<file path="config.mk">
export PLATFORM = sky130hd
export DESIGN_NAME = execute_stage_flat
export DESIGN_NICKNAME = d
export VERILOG_FILES = /design/src/rtl/exec_pkg.sv /design/src/rtl/exec_if.sv /design/src/rtl/mul_iter20.sv /design/src/rtl/execute_stage.sv /design/src/flat_wrapper.sv
export SDC_FILE = /design/constraint.sdc
export NUM_CORES = 1
export LEC_CHECK = 0
export BUFFER_PORTS_ARGS = -buffer_cell sky130_fd_sc_hd__buf_2
export CAP_MARGIN = 20
export CORE_ASPECT_RATIO = 0.75
export CORE_MARGIN = 4
export CORE_UTILIZATION = 61
export DETAILED_ROUTE_END_ITERATION = 6
export PLACE_DENSITY = 0.91
export SYNTH_ARGS = -nofsm -noshare
export SYNTH_HDL_FRONTEND = slang
export SYNTH_SLANG_ARGS = --single-unit
</file>
<file path="constraint.sdc">
create_clock -name clock -period 3 [get_ports clock]
set_input_delay 0.3 -clock clock [delete_from_list [all_inputs] [get_ports clock]]
set_output_delay 0.3 -clock clock [all_outputs]
set_load 0.02 [all_outputs]
</file>
<file path="src/rtl/exec_pkg.sv">
// Shared constants and types for the 20-bit execute stage.
package exec_pkg;

  localparam int DATA_W   = 20;
  localparam int MUL_ITER = 20;

  // Instruction field positions
  localparam int OPC_LSB = 16;
  localparam int OPC_W   = 4;
  localparam int RD_LSB  = 12;
  localparam int RD_W    = 4;
  localparam int IMM_LSB = 0;
  localparam int IMM_W   = 8;

  localparam logic [OPC_W-1:0] OP_NOP  = 4'd0;
  localparam logic [OPC_W-1:0] OP_ADD  = 4'd1;
  localparam logic [OPC_W-1:0] OP_SUB  = 4'd2;
  localparam logic [OPC_W-1:0] OP_AND  = 4'd3;
  localparam logic [OPC_W-1:0] OP_OR   = 4'd4;
  localparam logic [OPC_W-1:0] OP_SLT  = 4'd5;
  localparam logic [OPC_W-1:0] OP_ADDI = 4'd6;
  localparam logic [OPC_W-1:0] OP_MUL  = 4'd7;
  localparam logic [OPC_W-1:0] OP_SHL  = 4'd8;
  localparam logic [OPC_W-1:0] OP_SHR  = 4'd9;

  typedef enum logic [1:0] {
    IDLE,
    MUL_RUN,
    MUL_DONE
  } state_t;

  // Opcodes 1..9 write rd; everything else is a bubble
  function automatic logic writes_rd(input logic [OPC_W-1:0] opc);
    return (opc >= OP_ADD) && (opc <= OP_SHR);
  endfunction

endpackage

</file>
<file path="src/rtl/exec_if.sv">
// ID/EX -> EX -> EX/MEM bus for the execute stage.
interface exec_if
  import exec_pkg::*;
#(
  parameter int WIDTH = DATA_W
);

  logic [WIDTH-1:0] instruction_in;
  logic [WIDTH-1:0] operand1;
  logic [WIDTH-1:0] operand2;
  logic [WIDTH-1:0] alu_result;
  logic [WIDTH-1:0] store_data;
  logic [RD_W-1:0]  dest_reg;
  logic             reg_write;
  logic             valid_out;
  logic [WIDTH-1:0] instruction_out;
  logic             stall;

  // Upstream / downstream side
  modport master (
    output instruction_in, operand1, operand2,
    input  alu_result, store_data, dest_reg, reg_write, valid_out,
           instruction_out, stall
  );

  // Execute stage side
  modport slave (
    input  instruction_in, operand1, operand2,
    output alu_result, store_data, dest_reg, reg_write, valid_out,
           instruction_out, stall
  );

endinterface

</file>
<file path="src/rtl/mul_iter20.sv">
// Shift-add multiplier: one multiplier bit per step, low WIDTH bits kept.
module mul_iter20
  import exec_pkg::*;
#(
  parameter int WIDTH = DATA_W,
  parameter int ITER  = MUL_ITER
) (
  input  logic             clock,
  input  logic             reset,
  input  logic             start,
  input  logic             step,
  input  logic [WIDTH-1:0] op_a,
  input  logic [WIDTH-1:0] op_b,
  output logic [WIDTH-1:0] product,
  output logic             last,
  output logic             done
);

  localparam int CW = $clog2(ITER);

  logic [WIDTH-1:0] mcand_q, mcand_d;
  logic [WIDTH-1:0] mplier_q, mplier_d;
  logic [WIDTH-1:0] acc_q, acc_d;
  logic [CW-1:0]    cnt_q, cnt_d;
  logic             done_q, done_d;

  assign last    = (cnt_q == CW'(ITER - 1));
  assign product = acc_q;
  assign done    = done_q;

  // Load on start, otherwise add the shifted multiplicand for each set multiplier bit
  always_comb begin
    mcand_d  = mcand_q;
    mplier_d = mplier_q;
    acc_d    = acc_q;
    cnt_d    = cnt_q;
    done_d   = done_q;
    if (start) begin
      mcand_d  = op_a;
      mplier_d = op_b;
      acc_d    = '0;
      cnt_d    = '0;
      done_d   = 1'b0;
    end else if (step && !done_q) begin
      if (mplier_q[0]) begin
        acc_d = acc_q + mcand_q;
      end
      mcand_d  = mcand_q << 1;
      mplier_d = mplier_q >> 1;
      if (last) begin
        done_d = 1'b1;
      end else begin
        cnt_d = cnt_q + CW'(1);
      end
    end
  end

  // Multiplier state registers
  always_ff @(posedge clock or negedge reset) begin
    if (!reset) begin
      mcand_q  <= '0;
      mplier_q <= '0;
      acc_q    <= '0;
      cnt_q    <= '0;
      done_q   <= 1'b0;
    end else begin
      mcand_q  <= mcand_d;
      mplier_q <= mplier_d;
      acc_q    <= acc_d;
      cnt_q    <= cnt_d;
      done_q   <= done_d;
    end
  end

endmodule

</file>
<file path="src/rtl/execute_stage.sv">
// Execute stage: single-cycle ALU plus iterative multiply with upstream stall.
module execute_stage #(
  parameter int WIDTH    = exec_pkg::DATA_W,
  parameter int MUL_ITER = exec_pkg::MUL_ITER
) (
  input  logic  clock,
  input  logic  reset,
  exec_if.slave bus
);
  import exec_pkg::*;

  localparam int SH_W = $clog2(WIDTH);

  state_t state_q, state_d;

  logic [WIDTH-1:0] alu_result_q, alu_result_d;
  logic [WIDTH-1:0] store_data_q, store_data_d;
  logic [RD_W-1:0]  dest_reg_q, dest_reg_d;
  logic             reg_write_q, reg_write_d;
  logic [WIDTH-1:0] instr_out_q, instr_out_d;
  logic [WIDTH-1:0] mul_instr_q, mul_instr_d;
  logic [WIDTH-1:0] mul_store_q, mul_store_d;

  logic [OPC_W-1:0] opcode;
  logic [RD_W-1:0]  rd;
  logic [IMM_W-1:0] imm8;
  logic [WIDTH-1:0] imm_ext;
  logic [SH_W-1:0]  shamt;
  logic             shift_oob;
  logic [WIDTH-1:0] alu_val;
  logic             stall_c;
  logic             mul_start, mul_step, mul_last, mul_done;
  logic [WIDTH-1:0] mul_product;

  assign opcode    = bus.instruction_in[OPC_LSB +: OPC_W];
  assign rd        = bus.instruction_in[RD_LSB +: RD_W];
  assign imm8      = bus.instruction_in[IMM_LSB +: IMM_W];
  assign imm_ext   = {{(WIDTH - IMM_W){imm8[IMM_W-1]}}, imm8};
  assign shamt     = bus.operand2[SH_W-1:0];
  assign shift_oob = (int'(shamt) >= WIDTH);

  mul_iter20 #(
    .WIDTH (WIDTH),
    .ITER  (MUL_ITER)
  ) u_mul (
    .clock   (clock),
    .reset   (reset),
    .start   (mul_start),
    .step    (mul_step),
    .op_a    (bus.operand1),
    .op_b    (bus.operand2),
    .product (mul_product),
    .last    (mul_last),
    .done    (mul_done)
  );

  // Single-cycle ALU result for the instruction currently on the inputs
  always_comb begin
    alu_val = '0;
    case (opcode)
      OP_ADD:  alu_val = bus.operand1 + bus.operand2;
      OP_SUB:  alu_val = bus.operand1 - bus.operand2;
      OP_AND:  alu_val = bus.operand1 & bus.operand2;
      OP_OR:   alu_val = bus.operand1 | bus.operand2;
      OP_SLT:  alu_val = {{(WIDTH-1){1'b0}}, ($signed(bus.operand1) < $signed(bus.operand2))};
      OP_ADDI: alu_val = bus.operand1 + imm_ext;
      OP_SHL:  alu_val = shift_oob ? '0 : (bus.operand1 << shamt);
      OP_SHR:  alu_val = shift_oob ? '0 : (bus.operand1 >> shamt);
      default: alu_val = '0;
    endcase
  end

  // FSM next state and EX/MEM next values; bubble unless something is written
  always_comb begin
    state_d      = state_q;
    alu_result_d = '0;
    store_data_d = '0;
    dest_reg_d   = '0;
    reg_write_d  = 1'b0;
    instr_out_d  = '0;
    mul_instr_d  = mul_instr_q;
    mul_store_d  = mul_store_q;
    stall_c      = 1'b0;
    mul_start    = 1'b0;
    mul_step     = 1'b0;
    case (state_q)
      IDLE: begin
        if (opcode == OP_MUL) begin
          stall_c     = 1'b1;
          mul_start   = 1'b1;
          mul_instr_d = bus.instruction_in;
          mul_store_d = bus.operand2;
          state_d     = MUL_RUN;
        end else begin
          alu_result_d = alu_val;
          store_data_d = bus.operand2;
          dest_reg_d   = rd;
          reg_write_d  = writes_rd(opcode);
          instr_out_d  = bus.instruction_in;
        end
      end
      MUL_RUN: begin
        stall_c  = 1'b1;
        mul_step = 1'b1;
        if (mul_last) begin
          state_d = MUL_DONE;
        end
      end
      MUL_DONE: begin
        alu_result_d = mul_product;
        store_data_d = mul_store_q;
        dest_reg_d   = mul_instr_q[RD_LSB +: RD_W];
        reg_write_d  = mul_done;
        instr_out_d  = mul_instr_q;
        state_d      = IDLE;
      end
      default: state_d = IDLE;
    endcase
  end

  // State, captured MUL context and EX/MEM output registers
  always_ff @(posedge clock or negedge reset) begin
    if (!reset) begin
      state_q      <= IDLE;
      alu_result_q <= '0;
      store_data_q <= '0;
      dest_reg_q   <= '0;
      reg_write_q  <= 1'b0;
      instr_out_q  <= '0;
      mul_instr_q  <= '0;
      mul_store_q  <= '0;
    end else begin
      state_q      <= state_d;
      alu_result_q <= alu_result_d;
      store_data_q <= store_data_d;
      dest_reg_q   <= dest_reg_d;
      reg_write_q  <= reg_write_d;
      instr_out_q  <= instr_out_d;
      mul_instr_q  <= mul_instr_d;
      mul_store_q  <= mul_store_d;
    end
  end

  assign bus.alu_result      = alu_result_q;
  assign bus.store_data      = store_data_q;
  assign bus.dest_reg        = dest_reg_q;
  assign bus.reg_write       = reg_write_q;
  assign bus.valid_out       = reg_write_q;
  assign bus.instruction_out = instr_out_q;
  assign bus.stall           = stall_c & reset;

endmodule

</file>
<file path="src/flat_wrapper.sv">
// flat-port wrapper written by rule: the top's interface ports become plain ports
module execute_stage_flat import exec_pkg::*;
#(
  parameter int WIDTH    = exec_pkg::DATA_W,
  parameter int MUL_ITER = exec_pkg::MUL_ITER
)
  (clock, reset, bus_instruction_in, bus_operand1, bus_operand2, bus_alu_result, bus_store_data, bus_dest_reg, bus_reg_write, bus_valid_out, bus_instruction_out, bus_stall);
  exec_if #(.WIDTH(WIDTH)) bus_i ();
  input  logic clock;
  input  logic reset;
  input wire logic [$bits(bus_i.instruction_in)-1:0] bus_instruction_in;
  input wire logic [$bits(bus_i.operand1)-1:0] bus_operand1;
  input wire logic [$bits(bus_i.operand2)-1:0] bus_operand2;
  output wire logic [$bits(bus_i.alu_result)-1:0] bus_alu_result;
  output wire logic [$bits(bus_i.store_data)-1:0] bus_store_data;
  output wire logic [$bits(bus_i.dest_reg)-1:0] bus_dest_reg;
  output wire logic [$bits(bus_i.reg_write)-1:0] bus_reg_write;
  output wire logic [$bits(bus_i.valid_out)-1:0] bus_valid_out;
  output wire logic [$bits(bus_i.instruction_out)-1:0] bus_instruction_out;
  output wire logic [$bits(bus_i.stall)-1:0] bus_stall;
  assign bus_i.instruction_in = bus_instruction_in;
  assign bus_i.operand1 = bus_operand1;
  assign bus_i.operand2 = bus_operand2;
  assign bus_alu_result = bus_i.alu_result;
  assign bus_store_data = bus_i.store_data;
  assign bus_dest_reg = bus_i.dest_reg;
  assign bus_reg_write = bus_i.reg_write;
  assign bus_valid_out = bus_i.valid_out;
  assign bus_instruction_out = bus_i.instruction_out;
  assign bus_stall = bus_i.stall;
  execute_stage #(.WIDTH(WIDTH), .MUL_ITER(MUL_ITER)) u_core (.clock(clock), .reset(reset), .bus(bus_i));
endmodule
</file>
Word level (Yosys, flattened, before mapping):

Cells that the tools add are included.

* register bits after elaboration: 173
* logic and storage cells: 87

* $add $sub $neg: 5
* magnitude comparators: 4
* equal/unequal tests: 15
* shifts and indexed selects: 2
* multiplexer cells: 33
* bitwise logic cells: 3
* reduce and logical (&&, ||, !) cells: 12

Operators with widths (count)
* $mux W20: 12
* $pmux W20 S8: 1
* $pmux W20 S2: 3
* $add A20 B20 Y20: 3
* $and A20 B20 Y20: 1
* $lt A20 B20 Y1: 1
* $or A20 B20 Y20: 1
* $shl A20 B5 Y20: 1
* $shr A20 B5 Y20: 1
* $sub A20 B20 Y20: 1
* $eq A4 B3 Y1 const B: 4
* $mux W5: 3
* $reduce_and A2 Y1: 5
* $eq A4 B2 Y1 const B: 2
* $eq A4 B4 Y1 const B: 2
* $pmux W4 S2: 1
* $mux W1: 7
* $ne A2 B1 Y1 const B: 3
* $reduce_bool A2 Y1: 3
* $add A5 B1 Y5 const B: 1
* $eq A5 B5 Y1 const B: 1
* $ge A5 B5 Y1 const B: 1
* $eq A4 B1 Y1 const B: 1
* $ge A4 B1 Y1 const B: 1
* 11 further kinds: 14

Longest topological paths before layout:

Gate-level depths: netlist (run 1).

* depth after elaboration: 5
* gate-level depth with buffers: 16
* gate-level depth less buffers: 13

Hierarchy:

From an unflattened synthesis (run 1), not the netlist that was laid out.

* cell total of the unflattened synthesis: 1624
* area, all modules: 13430.4 sq um

By module, submodules not included
* execute_stage: times used 1, cells an instance 1196, area an instance 9456.6 sq um, seq. area each 2577.5 sq um
* mul_iter20: times used 1, cells an instance 428, area an instance 3973.8 sq um, seq. area each 1651.6 sq um

Least setup slack after synthesis (run 1):

No wires, ideal clock.

* kind: input port to flip-flop
* start point: input port bus_instruction_in[19]
* end point: register u_core.alu_result_q[18] (netlist: u_core.bus.alu_result[18])
* setup time: 127 ps
* arrival time: 3525 ps
* required time: 2873 ps
* slack: -652 ps
* stages: 14
* path buffers: 2
* cells stage by stage: clkbuf_1 > nor2b_1 > nand2_1 > clkbuf_1 > mux2_2 > ha_1 > fa_1 > a21o_1 > a221oi_1 > o211ai_1 > o21ai_0 > a21oi_1 > a41oi_1 > nand3_1

* longest elaborated chain between the ends: 4
* elaborated cells between the ends (all ways): 12

RTL lines
* start: declaration: RTL line flat_wrapper.sv:11 `input wire logic [$bits(bus_i.instruction_in)-1:0] bus_instruction_in;`
* $eq A4 B4 Y1, or another cell as far along: RTL line execute_stage.sv:60 `case (opcode)`
* $pmux W20 S8: RTL line execute_stage.sv:60
* $mux W20 (*): RTL line execute_stage.sv:88 `if (opcode == OP_MUL) begin`
* $pmux W20 S2 (*): RTL line execute_stage.sv:86 `case (state_q)`
* via u_core.alu_result_d[18]: RTL line execute_stage.sv:16 `logic [WIDTH-1:0] alu_result_q, alu_result_d;`
* end signal: assignment: RTL line execute_stage.sv:134 `alu_result_q <= alu_result_d;`
* end: declaration: RTL line execute_stage.sv:16

Mark *: on every way through the listed nets, which the timed path passes. The rest lies on a longest branch.
A chain may end at the register's enable or synchronous reset.

Worst setup path in the final report (run 1):

* start point: input port bus_instruction_in[17]
* end point: register u_core.alu_result_q[18] (netlist: u_core.bus.alu_result[18])

The elaborated chain is that of the path after synthesis.

==> results by group, run 1 <==
Status
  – Run status: finished with violations
  – Failing checks: hold timing

Detailed routing
  – Vias: 13,000
  – Drt drc: 0
  – Post-route ant nets: 0
  – Final Routed Wirelength: 47,600 um
  – Vias per cell: about 6.8
  – Drt first pass iters: 7
  – Wire per inst: 24.7 um
  – Initial DRC Count: between 1,500 and 2,000

Critical path
  – R2r setup slk: 200 ps
  – Critical Path RT: 3320 ps
  – CP endpoint kind: register
  – R2R depth: 11
  – Worst reg2reg endpoint: u_core.u_mul.product[18]
  – WP data arrival: 3230 ps
  – Worst-path fanout max: 7
  – Setup crit start kind: input port
  – Crit path kind: input port to register
  – RR Startpoint: u_core.u_mul.mcand_q[0]

Clock tree
  – Sink Count: 169
  – Post-CTS Hold Fix Bufs: 0
  – Root buf cell: clkbuf_16
  – Setup bufs post-CTS: 0
  – Worst skew pair latency: 460 ps
  – Worst-path clk slew: 90 ps
  – Cts bufs inserted: 17
  – Clk buf depth: 2
  – Post_cts resized: 0
  – CTS tree: done
  – CTS H-tree depth: 4

Timing
  – RSZ-0062 raised after global routing: false
  – Max Clk Rate: about 340 MHz
  – Setup TNS: 0 ps
  – Period minus WS final: roughly 2900 ps
  – Min Hold Slack: -14.9 ps
  – PnR worst setup slack: roughly 95 ps
  – Max-slew violation count: 0
  – Worst rel slew slack: roughly a third
  – Final-report setup violation count: 0
  – Slew @ Worst Pin: 1010 ps
  – Worst clock skew: 10.9 ps
  – Final hold viol count: 13
  – Final period util: 96.8%

Layout
  – Multi-input logic area: around 7800 um^2
  – Final cell count without fillers: roughly 1,900
  – P&R area growth vs syn: 21.3%
  – Antenna cell count: 0
  – Most frequent cells in the layout: nand2_1, dfrtp_1, buf_4
  – FF/Latch Area: 4230 um^2
  – NumNets Final: between 1,500 and 2,000
  – Fin area: 15,200 um^2
  – Layout cells sized above 1: 23.7%
  – Commonest non-fill, non-tap cell in the layout: nand2_1
  – Layout fillers: about 1,400

Yosys
  – Syn nets: approximately 1,600
  – Asr flop ratio synth: 100%
  – Syn Std Cell Area: between 10,000 and 15,000 um^2
  – Post-synthesis sequential area ratio: 33.7%
  – Predominant post-synthesis flop cell: dfrtp_1
  – Avg Inst Size Synth: 8.81 um^2
  – Ys Warns: 0
  – Flops & latches, synth: 169
  – Post-synth EDFFs: 0
  – Yosys cell types: 79
  – Post-Synthesis Cells: 1,425

Floorplan
  – Die area: 23,000 um^2
  – Die Ht: around 130 um
  – Ports: approximately 130
  – Placeable Area: approximately 20,000 um^2
  – Num rows: 45
  – Starting Density: slightly above 60%
  – DIE WIDTH: 174 um

Job
  – Max-cap violations: 0

Global routing
  – Largest net degree at the start of global routing: 170
  – Global route overflow: 0
  – Vias in the first global route: 12,600
  – Global-route wire length before repair: 72,900 um
  – Initial antenna violation count: 0
  – Gr usage total: 40.6%

Place
  – Pre-CTS WS: -369 ps
  – Post-DP HPWL: 34,600 um
  – DP Cell Count: 1,894
  – Routability cong.: 1.04
  – Cell Area, Placed: between 10,000 and 15,000 um^2
  – I/O Buffers: 128

Min path
  – Min-Delay Path Class: input port to async pin

Pwr
  – Pleak: 0.00746 uW
  – Peak supply drop: about 530 uV
  – Tot Pwr: 10,700 uW
  – Power Dens Cells: approximately 700 nW/um^2
[worst max-delay path, cell delays in order]
cell      delay, ps
buf_2           110
nor2b_4         120
nand2_2         200
mux2_4          350
ha_4            170
fa_2            390
a21o_1          240
a221oi_4        350
o211ai_1        210
o21ai_1         170
buf_4           160
a21oi_1          90
a41oi_1         230
nand3_1         120
[cells in the mapped netlist, types with 11 or more instances]
library cell / count / area (um^2)
mux2i_1: 64 / 641
buf_2: 13 / 65.1
nor2b_1: 11 / 68.8
dfrtp_1: 169 / 4230
nand2b_1: 21 / 131
o21ai_0: 117 / 586
mux4_2: 27 / 608
nor3_1: 27 / 135
xnor2_1: 25 / 219
inv_1: 64 / 240
a22o_1: 43 / 377
xor2_1: 19 / 166
ha_1: 101 / 1260
a21o_1: 11 / 82.6
o22ai_1: 16 / 100
nand2_1: 240 / 901
a211oi_1: 12 / 90.1
a221oi_1: 17 / 149
nor2_1: 107 / 402
nand3_1: 15 / 75.1
a21oi_1: 78 / 390
clkbuf_1: 58 / 218
[cell type report]
class	instances	area share [%]
Clock inverter	15	1.44
Tap cell	258	2.12
Clock buffer	17	2.79
Multi-Input combinational cell	1107	51.4
Timing Repair Buffer	295	12.9
Sequential cell	169	27.8
Inverter	65	1.60
[how the worst max path moves through the flow]
stage,start,endpoint,slack [ps],cells after the start
after floorplan,bus_instruction_in[18],u_core.bus.alu_result[8],-80,14
after global placement,bus_instruction_in[17],u_core.bus.alu_result[17],-290,14
after detailed placement,bus_instruction_in[17],u_core.bus.alu_result[17],-370,14
after CTS,bus_instruction_in[17],u_core.bus.alu_result[17],100,14
after global routing,bus_instruction_in[17],u_core.bus.alu_result[11],10,14
final,bus_instruction_in[17],u_core.bus.alu_result[18],100,14
[metrics by stage]
step | util (%) | hold slack, ps
floorplan | - | 4.41
global route | 75.3 | 80.1
global placement | 72.1 | 452
finish | 75.3 | -14.9
CTS | 75.3 | 50.6
detailed placement | 72.1 | 467
[report_power, final]
| part | leakage [uW] | switching [uW] | total (uW) | internal, uW |
|---|---|---|---|---|
| Combinational | 0.00498 | 2700 | 4540 | 1840 |
| Sequential | 0.00217 | 638 | 3710 | 3070 |
| Clock | 0.000308 | 1260 | 2430 | 1170 |
| Total | 0.00746 | 4590 | 10700 | 6090 |
[layer usage]
| metal | routed length, um | vias up | track usage (%) |
|---|---|---|---|
| li1 | - | 5576 | - |
| met1 | 18500 | 6286 | 56.0 |
| met2 | 21000 | 995 | 62.2 |
| met3 | 6200 | 183 | 11.5 |
| met4 | 1920 | 0 | 14.1 |
| met5 | 0 | - | 0 |
[cell families after synthesis]
| kind of cell | count (synthesis) | synth area share (%) |
|---|---|---|
| compound gates | 394 | 21.1 |
| xor+xnor | 44 | 3.07 |
| flops | 169 | 33.7 |
| fa+ha+maj | 104 | 10.5 |
| mux | 99 | 10.7 |
| buf+inv | 149 | 4.79 |
| simple gates | 466 | 16.1 |
Power figures use the tool's default switching activity.
==> run 2, diff against run 1 <==
--- a/config.mk
+++ b/config.mk
@@ -5,7 +5,7 @@
 export SDC_FILE = /design/constraint.sdc
 export NUM_CORES = 1
 export LEC_CHECK = 0
-export BUFFER_PORTS_ARGS = -buffer_cell sky130_fd_sc_hd__buf_2
+export BUFFER_PORTS_ARGS = -buffer_cell sky130_fd_sc_hd__clkbuf_2
 export CAP_MARGIN = 20
 export CORE_ASPECT_RATIO = 0.75
 export CORE_MARGIN = 4
==> results by group, run 2 (synthesis results as in run 1) <==
Status
  – Run status: finished with violations (unchanged)
  – Failing checks: DRC (was hold timing)

Layout
  – Commonest non-fill, non-tap cell in the layout: nand2_1 (unchanged)
  – NumNets Final: 1,793 (was 1,821)
  – Antenna cell count: 0 (unchanged)
  – Most frequent cells in the layout: nand2_1, dfrtp_1, buf_4 (unchanged)
  – Multi-input logic area: 7840 um^2 (was 7830 um^2)
  – Layout fillers: 1,493 (was 1,433)
  – Layout cells sized above 1: 22.4% (was 23.7%)
  – P&R area growth vs syn: 19.6% (was 21.3%)
  – FF/Latch Area: 4230 um^2 (unchanged)

Global routing
  – Initial antenna violation count: 0 (unchanged)
  – Global route overflow: 0 (unchanged)
  – Global-route wire length before repair: 70,400 um (was 72,900 um)
  – Largest net degree at the start of global routing: 113 (was 170)
  – Gr usage total: 39.2% (was 40.6%)
  – Vias in the first global route: 12,500 (was 12,600)

Timing
  – Min Hold Slack: 60.3 ps (was -14.9 ps)
  – Worst rel slew slack: 29.0% (was 32.4%)
  – Final hold viol count: 0 (was 13)
  – Worst clock skew: 16.3 ps (was 10.9 ps)
  – Max Clk Rate: 351 MHz (was 344 MHz)
  – Final period util: 94.9% (was 96.8%)
  – Max-slew violation count: 0 (unchanged)
  – Period minus WS final: 2850 ps (was 2900 ps)
  – Final-report setup violation count: 0 (unchanged)
  – RSZ-0062 raised after global routing: false (unchanged)
  – Slew @ Worst Pin: 1060 ps (was 1010 ps)
  – Setup TNS: 0 ps (unchanged)

Pwr
  – Peak supply drop: 486 uV (was 530 uV)
  – Internal Power: 6060 uW (was 6090 uW)
  – Switching share of total power: 42.6% (was 43.0%)
  – Power Dens Cells: 703 nW/um^2 (was 702 nW/um^2)
  – Clock share of power: 22.9% (was 22.7%)
  – Tot Pwr: 10,600 uW (was 10,700 uW)
  – Comb pwr share: 42.3% (was 42.5%)
  – Share of power burned in registers: 34.8% (about the same)
  – Pleak: 0.00731 uW (was 0.00746 uW)
  – Switching Power: 4490 uW (was 4590 uW)

Detailed routing
  – Drt first pass iters: 7 (unchanged)
  – Final Routed Wirelength: 45,600 um (was 47,600 um)
  – Drt drc: 5 (was 0)
  – Vias per cell: 6.67 (was 6.77)
  – Vias: 12,700 (was 13,000)
  – Wire per inst: 24.0 um (was 24.7 um)
  – Initial DRC Count: 1,699 (was 1,861)
  – Post-route ant nets: 0 (unchanged)

Clock tree
  – Worst-path clk slew: 90 ps (about the same)
  – Worst skew pair latency: 450 ps (was 460 ps)
  – Setup bufs post-CTS: 0 (unchanged)
  – CTS H-tree depth: 4 (unchanged)
  – Cts bufs inserted: 17 (unchanged)
  – CTS tree: done (unchanged)
  – Root buf cell: clkbuf_16 (unchanged)
  – Clk buf depth: 2 (unchanged)
  – Sink Count: 169 (unchanged)

Place
  – Routability cong.: 1.06 (was 1.04)
  – Post-DP HPWL: 33,400 um (was 34,600 um)
  – I/O Buffers: 128 (unchanged)

Floorplan
  – Ports: 129 (unchanged)
  – DIE WIDTH: 174 um (unchanged)
  – Placeable Area: 20,200 um^2 (unchanged)
  – Die area: 23,000 um^2 (unchanged)
  – Starting Density: 62.1% (unchanged)
  – Die Ht: 132 um (unchanged)
  – Num rows: 45 (unchanged)

Min path
  – Min-Delay Path Class: input port to register (was input port to async pin)
  – Hold Path Stages: 3

Critical path
  – Worst-path fanout max: 7 (unchanged)
  – Setup crit start kind: input port (unchanged)
  – R2R depth: 11 (unchanged)
  – Crit path kind: input port to register (unchanged)
  – CP endpoint kind: register (unchanged)
  – WP data arrival: 3160 ps (was 3230 ps)
  – Critical Path RT: 3310 ps (was 3320 ps)

Job
  – Max-cap violations: 0 (unchanged)
-- run 2: changes by cell type in the layout (fill, tap and decap cells not counted), sizes merged --
cell,before,now
clkbuf,17,144
buf,295,139
dlygate4sd3,0,1
-- run 2: worst paths after layout --
| kind | from | to | slack, ps |
|---|---|---|---|
| max | bus_operand2[1] | u_core.bus.alu_result[19] | 150 |
| min | bus_instruction_in[12] | u_core.mul_instr_q[12] | 60 |
| max reg2reg | u_core.u_mul.mcand_q[0] | u_core.u_mul.product[18] | 190 |
| min reg2reg | u_core.mul_instr_q[16] | u_core.mul_instr_q[16] | 480 |
| max in group asynchronous | reset | u_core.bus.alu_result[4] | 1570 |
| min in group asynchronous | reset | u_core.state_q[0] | 370 |
-- run 2: worst max-delay path, cell delays in order --
cell,delay [ps]
clkbuf_2,200
inv_1,130
ha_1,320
nor3_2,220
o31ai_4,110
a311oi_1,530
o31a_1,370
o32a_1,290
xnor2_1,80
a221oi_1,450
o211ai_1,160
-- run 2: routing by layer --
layer  up-vias  track usage (%)  share of wire [%]
li1       5530                -                  -
met1      6014             53.7                 40
met2       931             58.2                 43
met3       180             10.8                 13
met4         0             18.3                5.1
met5         -                0                  0
-- run 2: what timing repair did --
action,CTS,global route
setup endpoints to repair,0,7
resized for setup,0,5
endpoints found under the hold margin,57,0
hold buffers,1,0
-- run 2: area by class of cell --
type	instances	share of cell area, %
multi-input cells	1107	52.2
flip-flops and latches	169	28.2
repair buffers	267	11.5
clock buffers	17	2.83
well taps	258	2.15
inverters	65	1.63
clock inverters	15	1.48
-- run 2: metrics by stage --
stage | utilization (%) | std cells | cell area (um^2) | setup WS (ps)
after floorplan | - | 1425 | 12700 | -82.9
after global placement | 70.9 | 1865 | 14300 | -336
after detailed placement | 70.9 | 1865 | 14300 | -440
after CTS | 74.2 | 1898 | 15000 | 30.3
after global routing | 74.3 | 1898 | 15000 | 11.0
final | 74.3 | 1898 | 15000 | 152
-- run 2: power by group through the flow --
stage	Clock, uW	Combinational (uW)	Sequential [uW]
floorplan	0	2780	3730
finish	2420	4460	3680
global placement	0	4150	3640
CTS	2430	4380	3650
global route	2530	4840	3750
detailed placement	0	4330	3680
